$ cat src/rtl/pipe_seq_pkg.sv
// Shared types and constants for the pipeline sequencer: state encoding,
// default interrupt vector and the {fetch, dcd, exe} enable patterns.
package pipe_seq_pkg;

  localparam int unsigned EN_W = 3;

  typedef enum logic [1:0] {
    RUN    = 2'd0,
    FLUSH  = 2'd1,
    VECTOR = 2'd2,
    ISR    = 2'd3
  } state_e;

  localparam logic [15:0] INT_VECTOR_DEFAULT = 16'h0010;

  localparam logic [EN_W-1:0] EN_ALL   = 3'b111;
  localparam logic [EN_W-1:0] EN_DRAIN = 3'b011;
  localparam logic [EN_W-1:0] EN_VEC   = 3'b100;

  // Stage enable pattern for each state, ordered {fetch, dcd, exe}.
  function automatic logic [EN_W-1:0] state_enables(input state_e st);
    logic [EN_W-1:0] en;
    case (st)
      FLUSH:   en = EN_DRAIN;
      VECTOR:  en = EN_VEC;
      default: en = EN_ALL;
    endcase
    return en;
  endfunction

endpackage

$ cat src/rtl/int_edge_latch.sv
// Interrupt rising-edge detector with mask qualification and a single pending flag.
// A new edge wins over a same-cycle clear so a fresh request is never dropped.
module int_edge_latch (
  input  logic clk,
  input  logic reset,
  input  logic interrupt,
  input  logic int_mask,
  input  logic clear,
  output logic pending
);

  logic int_prev;
  logic edge_c;

  assign edge_c = interrupt & ~int_prev & ~int_mask;

  always_ff @(posedge clk) begin
    if (reset) begin
      int_prev <= 1'b0;
      pending  <= 1'b0;
    end else begin
      int_prev <= interrupt;
      if (edge_c) begin
        pending <= 1'b1;
      end else if (clear) begin
        pending <= 1'b0;
      end
    end
  end

endmodule

$ cat src/rtl/pipe_seq_ctrl.sv
// Pipeline sequencer: stage enables with stall handling, and interrupt entry
// (drain, vector load, in-ISR tracking, RTI return).
module pipe_seq_ctrl
  import pipe_seq_pkg::*;
#(
  parameter int unsigned             PIPE_DEPTH = 3,
  parameter int unsigned             PMA_SIZE   = 16,
  parameter logic [PMA_SIZE-1:0]     INT_VECTOR = PMA_SIZE'(INT_VECTOR_DEFAULT)
) (
  input  logic                clk,
  input  logic                reset,
  input  logic                interrupt,
  input  logic                stallb_en,
  input  logic                int_mask,
  input  logic                ps_rti,
  output logic                fetch_en,
  output logic                dcd_en,
  output logic                exe_en,
  output logic                ps_int_vec_ld,
  output logic [PMA_SIZE-1:0] int_vec,
  output logic                ps_int_ack,
  output logic                in_isr
);

  localparam int unsigned       CNT_W      = (PIPE_DEPTH > 1) ? $clog2(PIPE_DEPTH) : 1;
  localparam logic [CNT_W-1:0]  DRAIN_LOAD = CNT_W'(PIPE_DEPTH - 1);
  localparam logic [CNT_W-1:0]  CNT_ONE    = CNT_W'(1);

  if (PIPE_DEPTH < 2) begin : g_depth_check
    $error("pipe_seq_ctrl: PIPE_DEPTH must be at least 2");
  end

  state_e            state_q, state_d;
  logic [CNT_W-1:0]  cnt_q, cnt_d;
  logic              pending;
  logic              clr_pend;
  logic [EN_W-1:0]   en_d;
  logic              vec_d;
  logic              isr_d;

  int_edge_latch u_int_edge_latch (
    .clk       (clk),
    .reset     (reset),
    .interrupt (interrupt),
    .int_mask  (int_mask),
    .clear     (clr_pend),
    .pending   (pending)
  );

  assign int_vec = INT_VECTOR;

  // State, drain counter and registered outputs.
  always_ff @(posedge clk) begin
    if (reset) begin
      state_q       <= RUN;
      cnt_q         <= '0;
      fetch_en      <= 1'b0;
      dcd_en        <= 1'b0;
      exe_en        <= 1'b0;
      ps_int_vec_ld <= 1'b0;
      ps_int_ack    <= 1'b0;
      in_isr        <= 1'b0;
    end else begin
      state_q                   <= state_d;
      cnt_q                     <= cnt_d;
      {fetch_en, dcd_en, exe_en} <= en_d;
      ps_int_vec_ld             <= vec_d;
      ps_int_ack                <= vec_d;
      in_isr                    <= isr_d;
    end
  end

  // Next state and next outputs; a stall freezes everything but edge capture.
  always_comb begin
    state_d  = state_q;
    cnt_d    = cnt_q;
    clr_pend = 1'b0;
    en_d     = '0;
    vec_d    = 1'b0;
    isr_d    = 1'b0;

    if (stallb_en) begin
      case (state_q)
        RUN: begin
          if (pending) begin
            state_d = FLUSH;
            cnt_d   = DRAIN_LOAD;
          end
        end
        FLUSH: begin
          cnt_d = cnt_q - CNT_ONE;
          if (cnt_q == CNT_ONE) begin
            state_d  = VECTOR;
            clr_pend = 1'b1;
          end
        end
        VECTOR: begin
          state_d = ISR;
        end
        ISR: begin
          if (ps_rti) begin
            state_d = RUN;
          end
        end
        default: begin
          state_d = RUN;
        end
      endcase
    end

    // VECTOR is only reachable unstalled from FLUSH, so this fires once per entry.
    if (stallb_en) begin
      en_d  = state_enables(state_d);
      vec_d = (state_d == VECTOR);
    end
    isr_d = (state_d == ISR);
  end

endmodule

$ cat config.mk
export PLATFORM = sky130hd
export DESIGN_NAME = pipe_seq_ctrl
export DESIGN_NICKNAME = d
export VERILOG_FILES = /design/src/rtl/pipe_seq_pkg.sv /design/src/rtl/int_edge_latch.sv /design/src/rtl/pipe_seq_ctrl.sv
export SDC_FILE = /design/constraint.sdc
export NUM_CORES = 1
export LEC_CHECK = 0
export CORE_MARGIN = 10
export CORE_UTILIZATION = 37
export CTS_CLUSTER_DIAMETER = 30
export DETAILED_ROUTE_END_ITERATION = 8
export GPL_ROUTABILITY_DRIVEN = 0
export PLACE_DENSITY_LB_ADDON = 0.15
export SLEW_MARGIN = 0
export SYNTH_ARGS = -nofsm -noshare
export SYNTH_HDL_FRONTEND = slang
export SYNTH_SLANG_ARGS = --single-unit
$ cat constraint.sdc
create_clock -name clk -period 1.5 [get_ports clk]
set_clock_uncertainty 0.05 [all_clocks]
set_input_delay 0.225 -clock clk [delete_from_list [all_inputs] [get_ports clk]]
set_output_delay 0.225 -clock clk [all_outputs]
set_load 0.01 [all_outputs]
==> key figures, run 1 <==
Clock network
  – TritonCTS clock tree: built
  – Number of instances resized during post-cts repair: 0
  – Maximum root-to-sink buffer count: 2
  – H-tree Lvls: 1
  – TritonCTS sink count: 10
  – Number of buffers added by the clock tree synthesis step: 3
  – Clock transition at path regs: around 60 ps
  – Post CTS Setup Buffer Count: 0
  – Clock insertion delay at the later pin of the skew report: 260 ps
  – CTS root buf: sky130_fd_sc_hd__clkbuf_4
  – Quantity of hold-fixing buffers added after cts: 0

Synth
  – Number of distinct library cell variants in the gate-level netlist after synthesis: 23
  – Post-synth top area cell: sky130_fd_sc_hd__dfxtp_1
  – Leading cell type by number of instances after synthesis: sky130_fd_sc_hd__buf_4
  – Ranking of synthesized cells by instance count: 18 x sky130_fd_sc_hd__buf_4, 10 x sky130_fd_sc_hd__dfxtp_1, 5 x sky130_fd_sc_hd__nand2_1, 5 x sky130_fd_sc_hd__nor2_1
  – Largest cells by area after synthesis: sky130_fd_sc_hd__dfxtp_1 38%, sky130_fd_sc_hd__buf_4 26%, sky130_fd_sc_hd__nand2_1 3.5%
  – Count of warnings emitted by yosys: 0
  – Top cell type's share of synthesized area: between 30% and 40%
  – Post-synthesis async set-or-reset flop share: 0%
  – Number of synthesized register bits: 10
  – Number of instances in the synthesized netlist: 60
  – Number of enable-type register cells in the synthesized netlist: 0
  – Most frequently used flop master after synthesis: sky130_fd_sc_hd__dfxtp_1
  – Netlist area before placement: 529 sq um
  – Share of synthesized area occupied by flip-flops and latches: around 38%
  – Mean Syn Cell Area: about 9 sq um

Power
  – PD cells: ~870 nW/um^2
  – Design Power: between 500 and 600 uW
  – Portion of total power attributed to the clock network: 32.4%
  – Net switching power figure: approximately 130 uW
  – Cell-internal power: 403 uW
  – Switching Fraction: 24.3%
  – Gate power share: 14.8%
  – Part of the total power dissipated in sequential elements: a little over half
  – Worst IR Drop VDD: between 700 and 800 uV
  – Leak pwr: 0.253 nW

Final layout
  – Share of post-route cells with drive strength above 1: around 15%
  – Layout Utilization: 46.2%
  – Layout Cell Area excl Fill: ~610 sq um
  – Diode count: 0
  – Area Growth Syn to Fin: 15.1%
  – Number of nets in the layout: 80

Worst setup path
  – CP Cell Sequence: clkdlybuf4s50_1
  – Slowest library cell on the worst path: sky130_fd_sc_hd__clkdlybuf4s50_1
  – Crit Reg-Reg Endpoint: in_isr$_SDFF_PP0_
  – Endpoint class of the critical path: primary output
  – Crit path max fanout: 2
  – Arrival time of data at the critical path endpoint: approximately 1100 ps
  – Count of buffering cells on the critical path with inverters included: 1
  – Beginning of the critical path: ps_int_ack$_SDFF_PP0_
  – Setup crit start kind: flop
  – Critical path depth in cells: 1
  – Required arrival time at the worst endpoint: between 1000 and 1500 ps
  – Largest delay contributor family on the critical path: buffers and inverters
  – Register-to-Register Setup Slack: 260 ps
  – Number of cell instances on the worst register-to-register path: 4
  – Slowest stage delay, CP: around 540 ps
  – Critical setup path kind: reg -> out
  – RR Startpoint: cnt_q[0]$_SDFFE_PP0P_

Die
  – Floorplan die height: between 50 and 60 um
  – Effective utilization at floorplan: approximately 40%
  – Chip width: just under 60 um
  – Total Die Area: about 3300 sq um
  – Top-level port count: 28
  – Floorplan Core Area: 1320 sq um
  – Count of standard-cell rows: 13

Min path
  – Hold_sp: cnt_q[1]$_SDFFE_PP0P_
  – Number of instances on the worst hold path: 2
  – Hold Crit Endpoint: cnt_q[1]$_SDFFE_PP0P_
  – Classification of the worst-slack hold path: reg -> reg

Routing
  – Drt first pass iters: 3
  – Post-DR vias/cell: about 4.5
  – Via count: a little under 400
  – Wire length after detailed routing: approximately 1000 um
  – Remaining DRCs: 0
  – Antenna viol nets, final: 0
  – Average wire length per cell after detail routing: approximately 12 um
  – Count of routing violations after the opening detailed-route iteration: 9

GRT
  – Antenna violations before repair: 0
  – Wire length of the first global-routing pass: ~1700 um
  – Total overflow reported by the global router: 0
  – Via count of the first global-routing pass: between 300 and 400
  – Pin count of the biggest net entering global routing: 9
  – GRT Resource Usage Total: roughly 6.3%

Timing
  – Final total negative setup slack: 0 ps
  – Post-layout minimum cycle time: approximately 1400 ps
  – Hold Fails Final Rpt: 0
  – Final Cycle Share: about 93%
  – Final slew viol count: 0
  – Highest clock frequency the design can meet: 0.718 GHz
  – Unrepaired setup endpoints after global routing: false
  – Final setup violation count: 0
  – Worst-case setup margin in the final layout: approximately 110 ps

Placed design
  – Area post-placement: around 590 sq um
  – Number of port buffers: 11
  – HPWL after DPL: roughly 900 um
  – Worst Setup Slack post-DPL: around 63 ps

Flow run
  – Max capacitance violation total: 0

Run status
  – Run status: finished clean
==> power by group through the flow <==
stage | Combinational [mW] | Clock (mW) | Sequential, mW
2_1_floorplan | 0.0755 | 0 | 0.288
3_3_place_gp | 0.0768 | 0 | 0.287
3_5_place_dp | 0.0772 | 0 | 0.287
4_1_cts | 0.0772 | 0.182 | 0.281
5_1_grt | 0.0878 | 0.196 | 0.283
6_report | 0.0786 | 0.172 | 0.281
==> layout make-up <==
cell class                 instances  area [sq um]
tap                               15          18.8
sequential                        10           200
multi-input combinational         43           235
clock buffer                       3          22.5
fill                             138           708
timing repair buffer              13           125
inverter                           2          7.51
==> worst max path at each step <==
stage                                             to  slack [ps]
2_1_floorplan                      in_isr$_SDFF_PP0_         360
3_3_place_gp   u_int_edge_latch.pending$_SDFFE_PP0P_          80
3_5_place_dp   u_int_edge_latch.pending$_SDFFE_PP0P_          60
4_1_cts                                ps_int_vec_ld          90
5_1_grt                                       exe_en          40
6_report                               ps_int_vec_ld         110
==> per-layer routing <==
| layer | global-route usage [%] | part of all wire [%] | vias to the layer above | routed length [um] |
|---|---|---|---|---|
| li1 | - | - | 189 | - |
| met1 | 6.63 | 43 | 178 | 446 |
| met2 | 9.51 | 45 | 20 | 472 |
| met3 | 3.70 | 9.1 | 2 | 95 |
| met4 | 4.03 | 2.7 | 0 | 28 |
| met5 | 0 | 0 | - | 0 |
==> flip-flops by register name (all words and copies together) (netlist names) <==
register	count
cnt_q	2
dcd_en	1
fetch_en	1
in_isr	1
ps_int_ack	1
state_q	2
u_int_edge_latch.int_prev	1
u_int_edge_latch.pending	1
==> through the flow <==
step	hold WS, ps	std cells
after floorplan	303	74
after global placement	416	83
after detailed placement	423	83
after CTS	433	86
after global routing	464	86
final	424	86
==> cell families (layout without fill, tap and decap cells) <==
family,after synthesis,count (layout),synth area share (%)
buffers and inverters,21,18,27.7
AND/OR/NAND/NOR,19,19,19.4
flip-flops,10,10,37.8
other,2,16,1.42
AO/OA/AOI/OAI,7,7,11.3
adder cells (fa/ha/maj),1,1,2.36
==> cell usage in the layout, fill, tap and decap left out, types with 2 or more instances in the layout <==
cell                               n
sky130_fd_sc_hd__buf_4             2
sky130_fd_sc_hd__clkbuf_4          3
sky130_fd_sc_hd__clkdlybuf4s50_1  11
sky130_fd_sc_hd__conb_1           16
sky130_fd_sc_hd__dfxtp_1          10
sky130_fd_sc_hd__inv_1             2
sky130_fd_sc_hd__nand2_1           5
sky130_fd_sc_hd__nor2_1            5
sky130_fd_sc_hd__nor3_1            2
No activity file was read; power rests on OpenSTA's default activity.
==> run 2, diff against run 1 <==
Settings changed: ABC_AREA set to 0, ABC_CLOCK_PERIOD_IN_PS set to 1500, CORE_MARGIN 10 to 2.
==> key figures, run 2 (synthesized netlist as in run 1, its figures left out) <==
Flow run
  – Max capacitance violation total: 0

Timing
  – Final slew viol count: 0
  – Hold Fails Final Rpt: 0
  – Unrepaired setup endpoints after global routing: false
  – Post-layout minimum cycle time: 1380 ps
  – Final setup violation count: 0
  – Final total negative setup slack: 0 ps
  – Final Cycle Share: 92.0%
  – Highest clock frequency the design can meet: around 0.72 GHz

Clock network
  – CTS root buf: sky130_fd_sc_hd__clkbuf_4
  – Quantity of hold-fixing buffers added after cts: 0
  – Number of instances resized during post-cts repair: 0
  – TritonCTS clock tree: built
  – Post CTS Setup Buffer Count: 0
  – H-tree Lvls: 1
  – Clock insertion delay at the later pin of the skew report: between 200 and 300 ps
  – Maximum root-to-sink buffer count: 2
  – Clock transition at path regs: 60 ps
  – TritonCTS sink count: 10
  – Number of buffers added by the clock tree synthesis step: 3

Placed design
  – HPWL after DPL: just over 600 um
  – Inst Count DP: 83
  – Number of port buffers: 11

Worst setup path
  – Crit Reg-Reg Endpoint: in_isr$_SDFF_PP0_
  – Register-to-Register Setup Slack: 270 ps
  – Critical setup path kind: reg -> out
  – Arrival time of data at the critical path endpoint: about 1100 ps
  – Slowest library cell on the worst path: sky130_fd_sc_hd__clkdlybuf4s50_1
  – RR Startpoint: cnt_q[1]$_SDFFE_PP0P_
  – Largest delay contributor family on the critical path: buffers and inverters
  – Required arrival time at the worst endpoint: between 1000 and 1500 ps
  – CP Cell Sequence: clkdlybuf4s50_1
  – Number of cell instances on the worst register-to-register path: 5
  – Count of buffering cells on the critical path with inverters included: 1
  – Slowest stage delay, CP: roughly 530 ps
  – Critical path endpoint: ps_int_ack
  – Critical path depth in cells: 1
  – Setup crit start kind: flop
  – Beginning of the critical path: ps_int_ack$_SDFF_PP0_
  – Endpoint class of the critical path: primary output
  – Crit path max fanout: 2

Routing
  – Via count: around 370
  – Average wire length per cell after detail routing: 8.92 um
  – Remaining DRCs: 0
  – Antenna viol nets, final: 0
  – Post-DR vias/cell: around 4.3
  – Wire length after detailed routing: roughly 770 um
  – Count of routing violations after the opening detailed-route iteration: 2
  – Drt first pass iters: 2

Final layout
  – Fill cell instance count of the final layout: 136
  – Most frequent cells in the layout: 16 x sky130_fd_sc_hd__conb_1, 11 x sky130_fd_sc_hd__clkdlybuf4s50_1, 10 x sky130_fd_sc_hd__dfxtp_1
  – Most common cell after layout, fill and taps aside: sky130_fd_sc_hd__conb_1
  – Multi-input logic area: roughly 240 sq um
  – Share of post-route cells with drive strength above 1: 15.5%
  – Area Growth Syn to Fin: 15.1%
  – Count of non-filler cells in the finished layout: 86
  – Biggest registers after layout: cnt_q: 2 flops, state_q: 2 flops
  – FF/Latch Area: roughly 200 sq um
  – Diode count: 0
  – Number of nets in the layout: 80

GRT
  – GRT Resource Usage Total: 10.0%
  – Pin count of the biggest net entering global routing: 9
  – Wire length of the first global-routing pass: 1260 um
  – Antenna violations before repair: 0
  – Total overflow reported by the global router: 0
  – Via count of the first global-routing pass: 301

Min path
  – Classification of the worst-slack hold path: reg -> reg

Power
  – PD cells: approximately 870 nW/um^2
  – Worst IR Drop VDD: 538 uV
  – Leak pwr: about 0.25 nW

Die
  – Effective utilization at floorplan: 40.2%
  – Count of standard-cell rows: 13
  – Top-level port count: 28
  – Total Die Area: between 1500 and 2000 sq um
  – Chip width: between 40 and 50 um
  – Floorplan die height: about 42 um
  – Floorplan Core Area: roughly 1300 sq um

Run status
  – Run status: finished clean
## run 2: cell counts in the layout (fill, tap and decap cells not counted)
Identical to the previous run, type by type.
## run 2: worst min path at each step
stage	startpoint	to	slack, ps	cells past startpoint
6_report	cnt_q[1]$_SDFFE_PP0P_	cnt_q[1]$_SDFFE_PP0P_	430	2
5_1_grt	cnt_q[1]$_SDFFE_PP0P_	cnt_q[1]$_SDFFE_PP0P_	480	2
4_1_cts	cnt_q[1]$_SDFFE_PP0P_	cnt_q[1]$_SDFFE_PP0P_	430	2
3_5_place_dp	cnt_q[1]$_SDFFE_PP0P_	cnt_q[1]$_SDFFE_PP0P_	420	2
3_3_place_gp	cnt_q[1]$_SDFFE_PP0P_	cnt_q[1]$_SDFFE_PP0P_	410	2
2_1_floorplan	interrupt	u_int_edge_latch.int_prev$_SDFF_PP0_	300	1
## run 2: worst min-delay path: stages, from the launching register on
cell and delay (ps):
sky130_fd_sc_hd__dfxtp_1 290, sky130_fd_sc_hd__inv_1 70, sky130_fd_sc_hd__a211oi_1 60
## run 2: final cells by class
cell class | count | area share [%]
clock buffer | 3 | 3.70
sequential | 10 | 32.9
inverter | 2 | 1.23
tap | 15 | 3.08
timing repair buffer | 13 | 20.5
multi-input combinational | 43 | 38.6
## run 2: power by group
part	leakage [nW]	internal [mW]	total [mW]	switching, mW
clock network	0.0138	0.0920	0.171	0.0791
logic	0.157	0.0351	0.0769	0.0418
registers	0.0817	0.276	0.281	0.00554
## run 2: metrics by stage
step / hold WS [ps] / setup slack (ps) / util (%) / power (mW) / area [sq um]
6_report: 426 / 120 / 46.2 / 0.529 / 609
5_1_grt: 482 / 67.5 / 46.2 / 0.571 / 609
4_1_cts: 428 / 101 / 46.2 / 0.543 / 609
3_5_place_dp: 418 / 68.9 / 44.5 / 0.363 / 587
3_3_place_gp: 414 / 82.9 / 44.5 / 0.363 / 587
2_1_floorplan: 303 / 362 / - / 0.363 / 582
## run 2: metal layers
metal,GRT usage (%),vias to the layer above,part of all wire [%]
met5,0,-,0
met4,3.87,0,0.91
met3,7.83,2,8.9
met2,14.1,15,43
met1,11.3,161,47
li1,-,191,-
